<file path="src/rtl/serial_adder.sv">
// Bit-serial ripple adder: one full-adder step per clock, LSB first.
// Operands are captured on start; sum/cout are registered and update only at completion.
module serial_adder #(
    parameter int WIDTH = 8
) (
    input  logic             clk,
    input  logic             rst,
    input  logic             start,
    input  logic [WIDTH-1:0] a,
    input  logic [WIDTH-1:0] b,
    input  logic             cin,
    output logic             busy,
    output logic             done,
    output logic [WIDTH-1:0] sum,
    output logic             cout
);

    // Counter must reach WIDTH itself, hence WIDTH+1 in the log.
    localparam int CW = $clog2(WIDTH + 1);
    localparam logic [CW-1:0] LAST_BIT = CW'(WIDTH - 1);

    localparam logic [1:0] IDLE = 2'd0;
    localparam logic [1:0] RUN  = 2'd1;
    localparam logic [1:0] DONE = 2'd2;

    logic [1:0]       state_r;
    logic [WIDTH-1:0] a_r;
    logic [WIDTH-1:0] b_r;
    logic [WIDTH-1:0] res_r;
    logic             carry_r;
    logic [CW-1:0]    cnt_r;
    logic             busy_r;
    logic             done_r;
    logic [WIDTH-1:0] sum_r;
    logic             cout_r;

    logic             s_s;
    logic             c_next_s;
    logic [WIDTH-1:0] res_next_s;
    logic             last_s;

    // Full-adder step on the current LSBs and the result register shifted in from the MSB.
    always_comb begin
        s_s        = a_r[0] ^ b_r[0] ^ carry_r;
        c_next_s   = (a_r[0] & b_r[0]) | (b_r[0] & carry_r) | (a_r[0] & carry_r);
        res_next_s = res_r >> 1;
        res_next_s[WIDTH-1] = s_s;
        if (cnt_r == LAST_BIT) begin
            last_s = 1'b1;
        end else begin
            last_s = 1'b0;
        end
    end

    // Control FSM and datapath registers; start is only honoured in IDLE or DONE.
    always_ff @(posedge clk) begin
        if (rst) begin
            state_r <= IDLE;
            a_r     <= '0;
            b_r     <= '0;
            res_r   <= '0;
            carry_r <= 1'b0;
            cnt_r   <= '0;
            busy_r  <= 1'b0;
            done_r  <= 1'b0;
            sum_r   <= '0;
            cout_r  <= 1'b0;
        end else begin
            case (state_r)
                IDLE, DONE: begin
                    done_r <= 1'b0;
                    if (start) begin
                        state_r <= RUN;
                        busy_r  <= 1'b1;
                        a_r     <= a;
                        b_r     <= b;
                        carry_r <= cin;
                        res_r   <= '0;
                        cnt_r   <= '0;
                    end else begin
                        state_r <= IDLE;
                        busy_r  <= 1'b0;
                    end
                end
                RUN: begin
                    a_r     <= a_r >> 1;
                    b_r     <= b_r >> 1;
                    carry_r <= c_next_s;
                    res_r   <= res_next_s;
                    cnt_r   <= cnt_r + CW'(1);
                    if (last_s) begin
                        state_r <= DONE;
                        busy_r  <= 1'b0;
                        done_r  <= 1'b1;
                        sum_r   <= res_next_s;
                        cout_r  <= c_next_s;
                    end else begin
                        state_r <= RUN;
                        busy_r  <= 1'b1;
                        done_r  <= 1'b0;
                    end
                end
                default: begin
                    state_r <= IDLE;
                    busy_r  <= 1'b0;
                    done_r  <= 1'b0;
                end
            endcase
        end
    end

    assign busy = busy_r;
    assign done = done_r;
    assign sum  = sum_r;
    assign cout = cout_r;

endmodule

</file>
<file path="config.mk">
export PLATFORM = sky130hd
export DESIGN_NAME = serial_adder
export DESIGN_NICKNAME = d
export VERILOG_FILES = /design/src/rtl/serial_adder.sv
export SDC_FILE = /design/constraint.sdc
export NUM_CORES = 1
export LEC_CHECK = 0
export ABC_AREA = 1
export CELL_PAD_IN_SITES_DETAIL_PLACEMENT = 1
export CELL_PAD_IN_SITES_GLOBAL_PLACEMENT = 1
export CORE_AREA = 2 2 72 74
export DETAILED_ROUTE_END_ITERATION = 10
export DIE_AREA = 0 0 74 76
export GPL_TIMING_DRIVEN = 0
export HOLD_SLACK_MARGIN = 0.05
export PLACE_DENSITY = 0.87
export SYNTH_ARGS = -nofsm -noshare
export SYNTH_HDL_FRONTEND = slang
export SYNTH_SLANG_ARGS = --single-unit
</file>
<file path="constraint.sdc">
create_clock -name clk -period 2.6 [get_ports clk]
set_input_delay 0.26 -clock clk [delete_from_list [all_inputs] [get_ports clk]]
set_output_delay 0.26 -clock clk [all_outputs]
set_load 0.005 [all_outputs]
</file>
==> results of run 1 <==
## kinds of logic after synthesis
group | synth area share
AOI/OAI and AO/OA | 0.0984
and+or+nand+nor | 0.351
buffers and inverters | 0.113
adders and majority gates | 0.0170
DFF | 0.420
## how the worst max path moves through the flow
stage               startpoint        to  slack, ns
CTS                 state_r[0]      busy       1.17
global placement           rst  cnt_r[0]       1.07
floorplan             cnt_r[0]      cout       1.48
global route          cnt_r[0]    sum[3]       1.05
detailed placement         rst  cnt_r[0]       1.00
finish                  sum[7]    sum[7]       1.17
## sequential cells by signal, indices dropped and copies added (netlist names)
signal / flops
cout: 1
a_r: 8
res_r: 7
sum: 8
b_r: 8
carry_r: 1
cnt_r: 4
done: 1
state_r: 2
## area by class of cell
| cell class | count | share of cell area |
|---|---|---|
| multi-input cells | 164 | 0.375 |
| flip-flops and latches | 40 | 0.337 |
| repair buffers | 29 | 0.122 |
| plain buffers | 17 | 0.0552 |
| well taps | 70 | 0.0368 |
| inverters | 22 | 0.0358 |
| clock buffers | 6 | 0.0347 |
| clock inverters | 2 | 0.00421 |
## routing by layer
layer	global-route usage	share of wire	up-vias
met1	0.271	0.46	856
met5	0	0	-
li1	-	-	871
met4	0.0691	0.022	0
met2	0.329	0.49	34
met3	0.0410	0.032	11
## synthesized netlist by cell type (2+ instances only)
| cell type | n | area share |
|---|---|---|
| buf_4 | 2 | 0.0079 |
| inv_1 | 20 | 0.039 |
| nand2_4 | 2 | 0.012 |
| nand2_2 | 2 | 0.0066 |
| o21ai_0 | 2 | 0.0052 |
| nor2_4 | 2 | 0.012 |
| buf_2 | 8 | 0.021 |
| a21oi_2 | 10 | 0.046 |
| nand2_1 | 39 | 0.077 |
| nor2_1 | 11 | 0.022 |
| clkbuf_1 | 2 | 0.0039 |
| buf_6 | 3 | 0.018 |
| a21oi_1 | 18 | 0.047 |
| nand3_2 | 9 | 0.047 |
| dfxtp_1 | 40 | 0.42 |
| nand3_1 | 67 | 0.18 |
## metrics by stage
stage	hold slack [ns]	total power [uW]	cell area (um^2)	util
finish	0.408	1290	2380	0.484
global route	0.458	1340	2380	0.484
CTS	0.411	1290	2380	0.484
detailed placement	0.465	865	2290	0.465
global placement	0.459	855	2290	0.465
floorplan	0.419	791	1910	-
## where the power goes
group          leakage [uW]  switching (uW)  internal (uW)
sequential         0.000326            17.2            635
combinational      0.000558             114           85.2
clock             0.0000510             227            212
==> flow_metrics.tcl, run 1 <==
set metrics [dict create \
    yosysSeqAreaShare 0.420 \
    cp_top_family "buffers and inverters" \
    wire_per_inst_um 15.2 \
    synthCells 243 \
    netlist_area_um2 1910 \
    worst_pin_slew_ns 0.514 \
    clock_latency_ns 0.31 \
    ys_ff_latch 40 \
    clock-sinks 40 \
    relSlewSlack 0.657 \
    cts_root_buf "clkbuf_8" \
    antenna_found_initial 0 \
    detailed_place_hpwl_um 3820 \
    grt_pass1_vias 1917 \
    port_buffers 29 \
    postCtsSetupBuffers 0 \
    area_delta_synth_final_pct 24.7 \
    worstPathCellList "clkdlybuf4s50_1" \
    crit_cells 1 \
    tns_ns 0 \
    cts_resized 0 \
    ios 31 \
    die-height_um 76 \
    grt_max_degree 13 \
    r2r_cells 6 \
    power.density_nw_per_um2 543 \
    synth_edf_count 0 \
    holdPathStages 5 \
    cpMaxStageDelayCell "clkdlybuf4s50_1" \
    multi_input_area_um2 891 \
    drt_pass1_iterations 4 \
    place_ws_ns 1.00 \
    ys.flop_type "dfxtp_1" \
    ir_drop_mv 0.260 \
    finalCriticalPeriod_ns 1.43 \
    numCtsBuffers 5 \
    h-tree-depth 2 \
    finalSetupViolCount 0 \
    run_status "completed" \
    drc 0 \
    p_leak_uw 0.000934 \
    hold_violations 0 \
    num_vias 1772 \
    clk_pin_slew_ns 0.09 \
    dp.cells 342 \
    drive_gt1_frac 0.179 \
    hold_path_class "in2reg" \
    grt_setup_unrepaired "no" \
    drv_slew 0 \
    min_to "b_r[1]" \
    drt_wl_total_um 5340 \
    max_stage_delay_ns 0.51 \
    final_cell_mix "67 x nand3_1, 40 x dfxtp_1, 39 x nand2_1" \
    coreArea_um2 4910 \
    initial_core_util 0.388 \
    diodes 0 \
    required_ns 2.34 \
    worstSetupPathType "reg2out" \
    max_freq_mhz 697 \
    cap_violations 0 \
    syn_nets 265 \
    synth-async-reset-ratio 0 \
    rows 26 \
    ys_warn_count 0 \
    cp_max_fo 2 \
    worst_setup_path_end_kind "output port" \
    dieArea_um2 5620 \
    drtIter0Drc 70 \
    seq_area_um2 801 \
    reg2reg_to "sum[5]" \
    nNetsFinal 301 \
    cts_tree "done" \
    hp-start "start" \
    r2r_setup_slack_ns 1.21 \
    stdcell_count 350 \
    ys_types 22 \
    ant_nets 0 \
    nFillCells 598 \
    final_common_cell "nand3_1" \
    die_w_um 74 \
    cts.path.max_buffers 2 \
    fin_crit_sh 0.552 \
    cp.arrival_ns 1.17 \
    grt_pass1_wl_um 8990 \
    track_usage 0.205 \
    syn_avg_cell_area_um2 7.85 \
    layout_setup_ws_ns 1.17 \
    grt_overflow 0 \
    place_congestion 0.852 \
    cp-start-kind "flip-flop" \
    rr_startpoint "cnt_r[0]" \
    cts_hold_buf 0 \
    cp_num_buf_inv 1 \
    finClkSkew_ns 0.0113 \
    viasPerCell 5.06 \
]
(Power assumes the default switching activity.)
==> inputs of run 2 (changes only) <==
--- a/config.mk
+++ b/config.mk
@@ -8,12 +8,12 @@
 export ABC_AREA = 1
 export CELL_PAD_IN_SITES_DETAIL_PLACEMENT = 1
 export CELL_PAD_IN_SITES_GLOBAL_PLACEMENT = 1
-export CORE_AREA = 2 2 72 74
+export CORE_AREA = 2 2 74 76
 export DETAILED_ROUTE_END_ITERATION = 10
-export DIE_AREA = 0 0 74 76
+export DIE_AREA = 0 0 76 78
 export GPL_TIMING_DRIVEN = 0
 export HOLD_SLACK_MARGIN = 0.05
-export PLACE_DENSITY = 0.87
+export PLACE_DENSITY = 0.83
 export SYNTH_ARGS = -nofsm -noshare
 export SYNTH_HDL_FRONTEND = slang
 export SYNTH_SLANG_ARGS = --single-unit
==> constraint.sdc (replaced) <==
create_clock -name clk -period 1.4 [get_ports clk]
set_input_delay 0.14 -clock clk [delete_from_list [all_inputs] [get_ports clk]]
set_output_delay 0.14 -clock clk [all_outputs]
set_load 0.005 [all_outputs]
==> run 2 against run 1 <==
Compared with the run above: global-route usage fell by 1.4 points; die area grew 5.4%; combinational power increased by 88%; sequential power increased by 85%; worst setup slack got worse by 1.1 ns; utilization is 0.44 points higher; via count up 2.5%; sequential share of layout area fell by 1.1 points; clock power up 140%; flip-flop and latch count unchanged; non-clock buffer count stayed put.
==> flow_metrics.tcl, run 2 (synthesized netlist as in run 1, its figures left out) <==
set metrics [dict create \
    dpl_cell_area_um2 2290 \
    area_delta_synth_final_pct 29.1 \
    cp_max_fo 2 \
    die-height_um 78 \
    ios 31 \
    max_stage_delay_ns 0.51 \
    detailed_place_hpwl_um 3590 \
    rows 26 \
    run_status "completed" \
    ant_nets 0 \
    max_freq_mhz 764 \
    cpMaxStageDelayCell "clkdlybuf4s50_1" \
    grt_pass1_vias 1882 \
    relSlewSlack 0.681 \
    port_buffers 29 \
    drt_wl_total_um 5550 \
    clock-sinks 40 \
    cts.path.max_buffers 2 \
    drc 0 \
    h-tree-depth 2 \
    diodes 0 \
    grt_max_degree 13 \
    antenna_found_initial 0 \
    initial_core_util 0.378 \
    worstSetupPathType "reg2out" \
    drtIter0Drc 114 \
    finalSetupViolCount 0 \
    track_usage 0.191 \
    worst_pin_slew_ns 0.479 \
    r2r_cells 6 \
    drive_gt1_frac 0.199 \
    cap_violations 0 \
    worstPathCellList "clkdlybuf4s50_1" \
    num_vias 1816 \
    p_leak_uw 0.000947 \
    final_common_cell "nand3_1" \
    cp_num_buf_inv 1 \
    rr_startpoint "cnt_r[1]" \
    hold_path_class "in2reg" \
    viasPerCell 5.16 \
    reg2reg_to "sum[6]" \
    clk_pin_slew_ns 0.08 \
    cts_hold_buf 0 \
    cts_root_buf "clkbuf_8" \
    coreArea_um2 5040 \
    holdPathStages 5 \
    clock_latency_ns 0.30 \
    cts_tree "done" \
    required_ns 1.26 \
    postCtsSetupBuffers 0 \
    min_to "a_r[2]" \
    numCtsBuffers 5 \
    final_cell_mix "66 x nand3_1, 39 x nand2_1, 39 x dfxtp_1" \
    hold_violations 0 \
    grt_overflow 0 \
    r2r_setup_slack_ns 0.11 \
    fin_crit_sh 0.935 \
    die_w_um 76 \
    worst_setup_path_end_kind "output port" \
    place_congestion 0.829 \
    nNetsFinal 303 \
    finalCriticalPeriod_ns 1.31 \
    fin_area_um2 2460 \
    cp_top_family "buffers and inverters" \
    layout_setup_ws_ns 0.0914 \
    power.density_nw_per_um2 1080 \
    cp.arrival_ns 1.17 \
    finClkSkew_ns 0.00980 \
    dieArea_um2 5930 \
    grt_pass1_wl_um 8990 \
    drt_pass1_iterations 4 \
    wire_per_inst_um 15.8 \
    place_ws_ns -0.0340 \
    cp-start-kind "flip-flop" \
    hp-start "start" \
    drv_slew 0 \
    ir_drop_mv 0.612 \
]
==> run 2: layout make-up <==
class                           instances  area [um^2]
Fill cell                             622         2580
Multi-Input combinational cell        166          941
Sequential cell                        40          802
Timing Repair Buffer                   29          290
Buffer                                 17          131
Clock buffer                            7         96.3
Tap cell                               70         87.6
Inverter                               22         85.1
Clock inverter                          1         30.0
==> run 2: timing repair <==
item / CTS / global route
gates resized for setup: 0 / 9
endpoints found under the hold margin: 0 / 0
endpoints found under the setup margin: 0 / 9
==> run 2: per-layer routing <==
metal	global-route usage	vias to the layer above	routed length [um]
met1	0.230	905	2620
met3	0.0384	7	112
met2	0.340	21	2740
met4	0.0655	0	76
li1	-	883	-
met5	0	-	0
==> run 2: worst max path at each step <==
| stage | cells after the start | end | slack [ns] | startpoint |
|---|---|---|---|---|
| 6_report | 1 | busy | 0.09 | state_r[0] |
| 5_1_grt | 6 | sum[2] | -0.005 | cnt_r[1] |
| 4_1_cts | 5 | sum[2] | 0.009 | cnt_r[0] |
| 3_5_place_dp | 5 | cnt_r[0] | -0.03 | rst |
| 3_3_place_gp | 5 | cnt_r[0] | -0.02 | rst |
| 2_1_floorplan | 6 | cout | 0.28 | cnt_r[0] |
==> run 2: through the flow <==
stage	setup TNS [ns]	hold slack (ns)	cells	power (uW)	utilization
final	0	0.295	352	2650	0.489
after global routing	-0.00538	0.315	352	2750	0.489
after CTS	0	0.289	350	2640	0.478
after detailed placement	-0.0519	0.466	342	1600	0.453
after global placement	-0.0189	0.460	342	1590	0.453
after floorplan	0	0.299	243	1470	-
==> run 2: power by group <==
part           switching (uW)  internal, uW  total, uW
clock network             430           630       1060
registers                34.3          1180       1210
logic                     216           160        375
==> inputs of run 3 (changes only) <==
==> constraint.sdc (replaced) <==
create_clock -name clk -period 1.31 [get_ports clk]
set_input_delay 0.131 -clock clk [delete_from_list [all_inputs] [get_ports clk]]
set_output_delay 0.131 -clock clk [all_outputs]
set_load 0.005 [all_outputs]
==> run 3 against run 2 <==
Compared with the run above: clock power up 8%; total power rose by 8.2%; first-iteration DRC count down 0.88%; largest power group unchanged; cell area up 2.4%.
==> flow_metrics.tcl, run 3 (synthesized netlist as in run 1, its figures left out) <==
set metrics [dict create \
    grt_pass1_vias 1909 \
    r2r_setup_slack_ns 0.06 \
    seq_area_um2 811 \
    cp.arrival_ns 1.18 \
    cp_top_family "buffers and inverters" \
    grt_setup_unrepaired "yes" \
    fin_area_um2 2520 \
    grt_pass1_wl_um 9410 \
    initial_core_util 0.378 \
    hold_path_class "in2reg" \
    clk_pin_slew_ns 0.08 \
    hold_violations 0 \
    dieArea_um2 5930 \
    cp_num_buf_inv 1 \
    wire_per_inst_um 16.0 \
    ir_drop_mv 0.654 \
    nFillCells 611 \
    drc 0 \
    h-tree-depth 2 \
    track_usage 0.202 \
    required_ns 1.18 \
    cpMaxStageDelayCell "clkdlybuf4s50_1" \
    finalCriticalPeriod_ns 1.31 \
    clock_latency_ns 0.31 \
    num_vias 1860 \
    finClkSkew_ns 0.00889 \
    run_status "completed" \
    finalSetupViolCount 0 \
    coreArea_um2 5040 \
    die-height_um 78 \
    relSlewSlack 0.670 \
    reg2reg_to "res_r[6]" \
    area_delta_synth_final_pct 32.2 \
    viasPerCell 5.22 \
    crit_cells 1 \
    cp-endpoint "sum[6]" \
    drive_gt1_frac 0.227 \
    p_leak_uw 0.00103 \
    grt_overflow 0 \
    rr_startpoint "state_r[0]" \
    cts_hold_buf 0 \
    grt_max_degree 13 \
    final_cell_mix "66 x nand3_1, 39 x nand2_1, 34 x dfxtp_1" \
    numCtsBuffers 5 \
    nNetsFinal 307 \
    drt_pass1_iterations 4 \
    setup.worst_path.start "sum[6]" \
    drt_wl_total_um 5690 \
    cp-start-kind "flip-flop" \
    ant_nets 0 \
    clock-sinks 40 \
    max_stage_delay_ns 0.52 \
    fin_crit_sh 0.998 \
    place_ws_ns -0.115 \
    multi_input_area_um2 943 \
    ios 31 \
    power.density_nw_per_um2 1140 \
    worstSetupPathType "reg2out" \
    cts_tree "done" \
    drv_slew 0 \
    port_buffers 29 \
    max_freq_mhz 765 \
    r2r_cells 7 \
    post-route-util 0.500 \
    worst_pin_slew_ns 0.495 \
    drtIter0Drc 113 \
    die_w_um 76 \
    cts_root_buf "clkbuf_8" \
    antenna_found_initial 0 \
    detailed_place_hpwl_um 3590 \
    cp_max_fo 2 \
    final_common_cell "nand3_1" \
    cap_violations 0 \
    cts.path.max_buffers 2 \
    layout_setup_ws_ns 0.00261 \
    worst_setup_path_end_kind "output port" \
    rows 26 \
    tns_ns 0 \
    place_congestion 0.829 \
    dpl_cell_area_um2 2290 \
    diodes 0 \
    worstPathCellList "clkdlybuf4s50_1" \
]
==> run 3: how the worst min path moves through the flow <==
stage / startpoint / end / slack, ns / cells past startpoint
2_1_floorplan: a[7] / a_r[7] / 0.29 / 2
3_3_place_gp: res_r[1] / res_r[1] / 0.46 / 2
3_5_place_dp: sum[5] / sum[5] / 0.47 / 2
4_1_cts: start / b_r[1] / 0.28 / 5
5_1_grt: start / a_r[4] / 0.30 / 5
6_report: start / a_r[2] / 0.27 / 5
==> run 3: area by class of cell <==
| class | instances | area share |
|---|---|---|
| Tap cell | 70 | 0.0347 |
| Sequential cell | 40 | 0.321 |
| Clock buffer | 7 | 0.0382 |
| Inverter | 22 | 0.0337 |
| Clock inverter | 1 | 0.0119 |
| Multi-Input combinational cell | 166 | 0.374 |
| Timing Repair Buffer | 33 | 0.134 |
| Buffer | 17 | 0.0521 |
==> run 3: report_power, final <==
| group | switching (uW) | internal, uW |
|---|---|---|
| registers | 35.5 | 1260 |
| logic | 237 | 190 |
| clock network | 468 | 673 |
| total | 741 | 2120 |
==> run 3: repair_timing <==
| item | in CTS | in global routing |
|---|---|---|
| resized for setup | 7 | 12 |
| setup buffers | 0 | 3 |
| hold endpoints to repair | 0 | 0 |
| pin swaps | 2 | 3 |
| gates cloned | 2 | 1 |
| endpoints found under the setup margin | 9 | 23 |
==> run 3: metal layers <==
metal  track usage  routed length, um
met2         0.362               2830
met5             0                  0
met3        0.0384                198
met1         0.242               2530
met4        0.0709                133
==> run 3: metrics by stage <==
| stage | hold slack [ns] | instances | total power (uW) |
|---|---|---|---|
| floorplan | 0.290 | 243 | 1570 |
| detailed placement | 0.466 | 342 | 1710 |
| CTS | 0.280 | 352 | 2830 |
| finish | 0.271 | 356 | 2870 |
| global route | 0.300 | 356 | 2970 |
| global placement | 0.460 | 342 | 1700 |
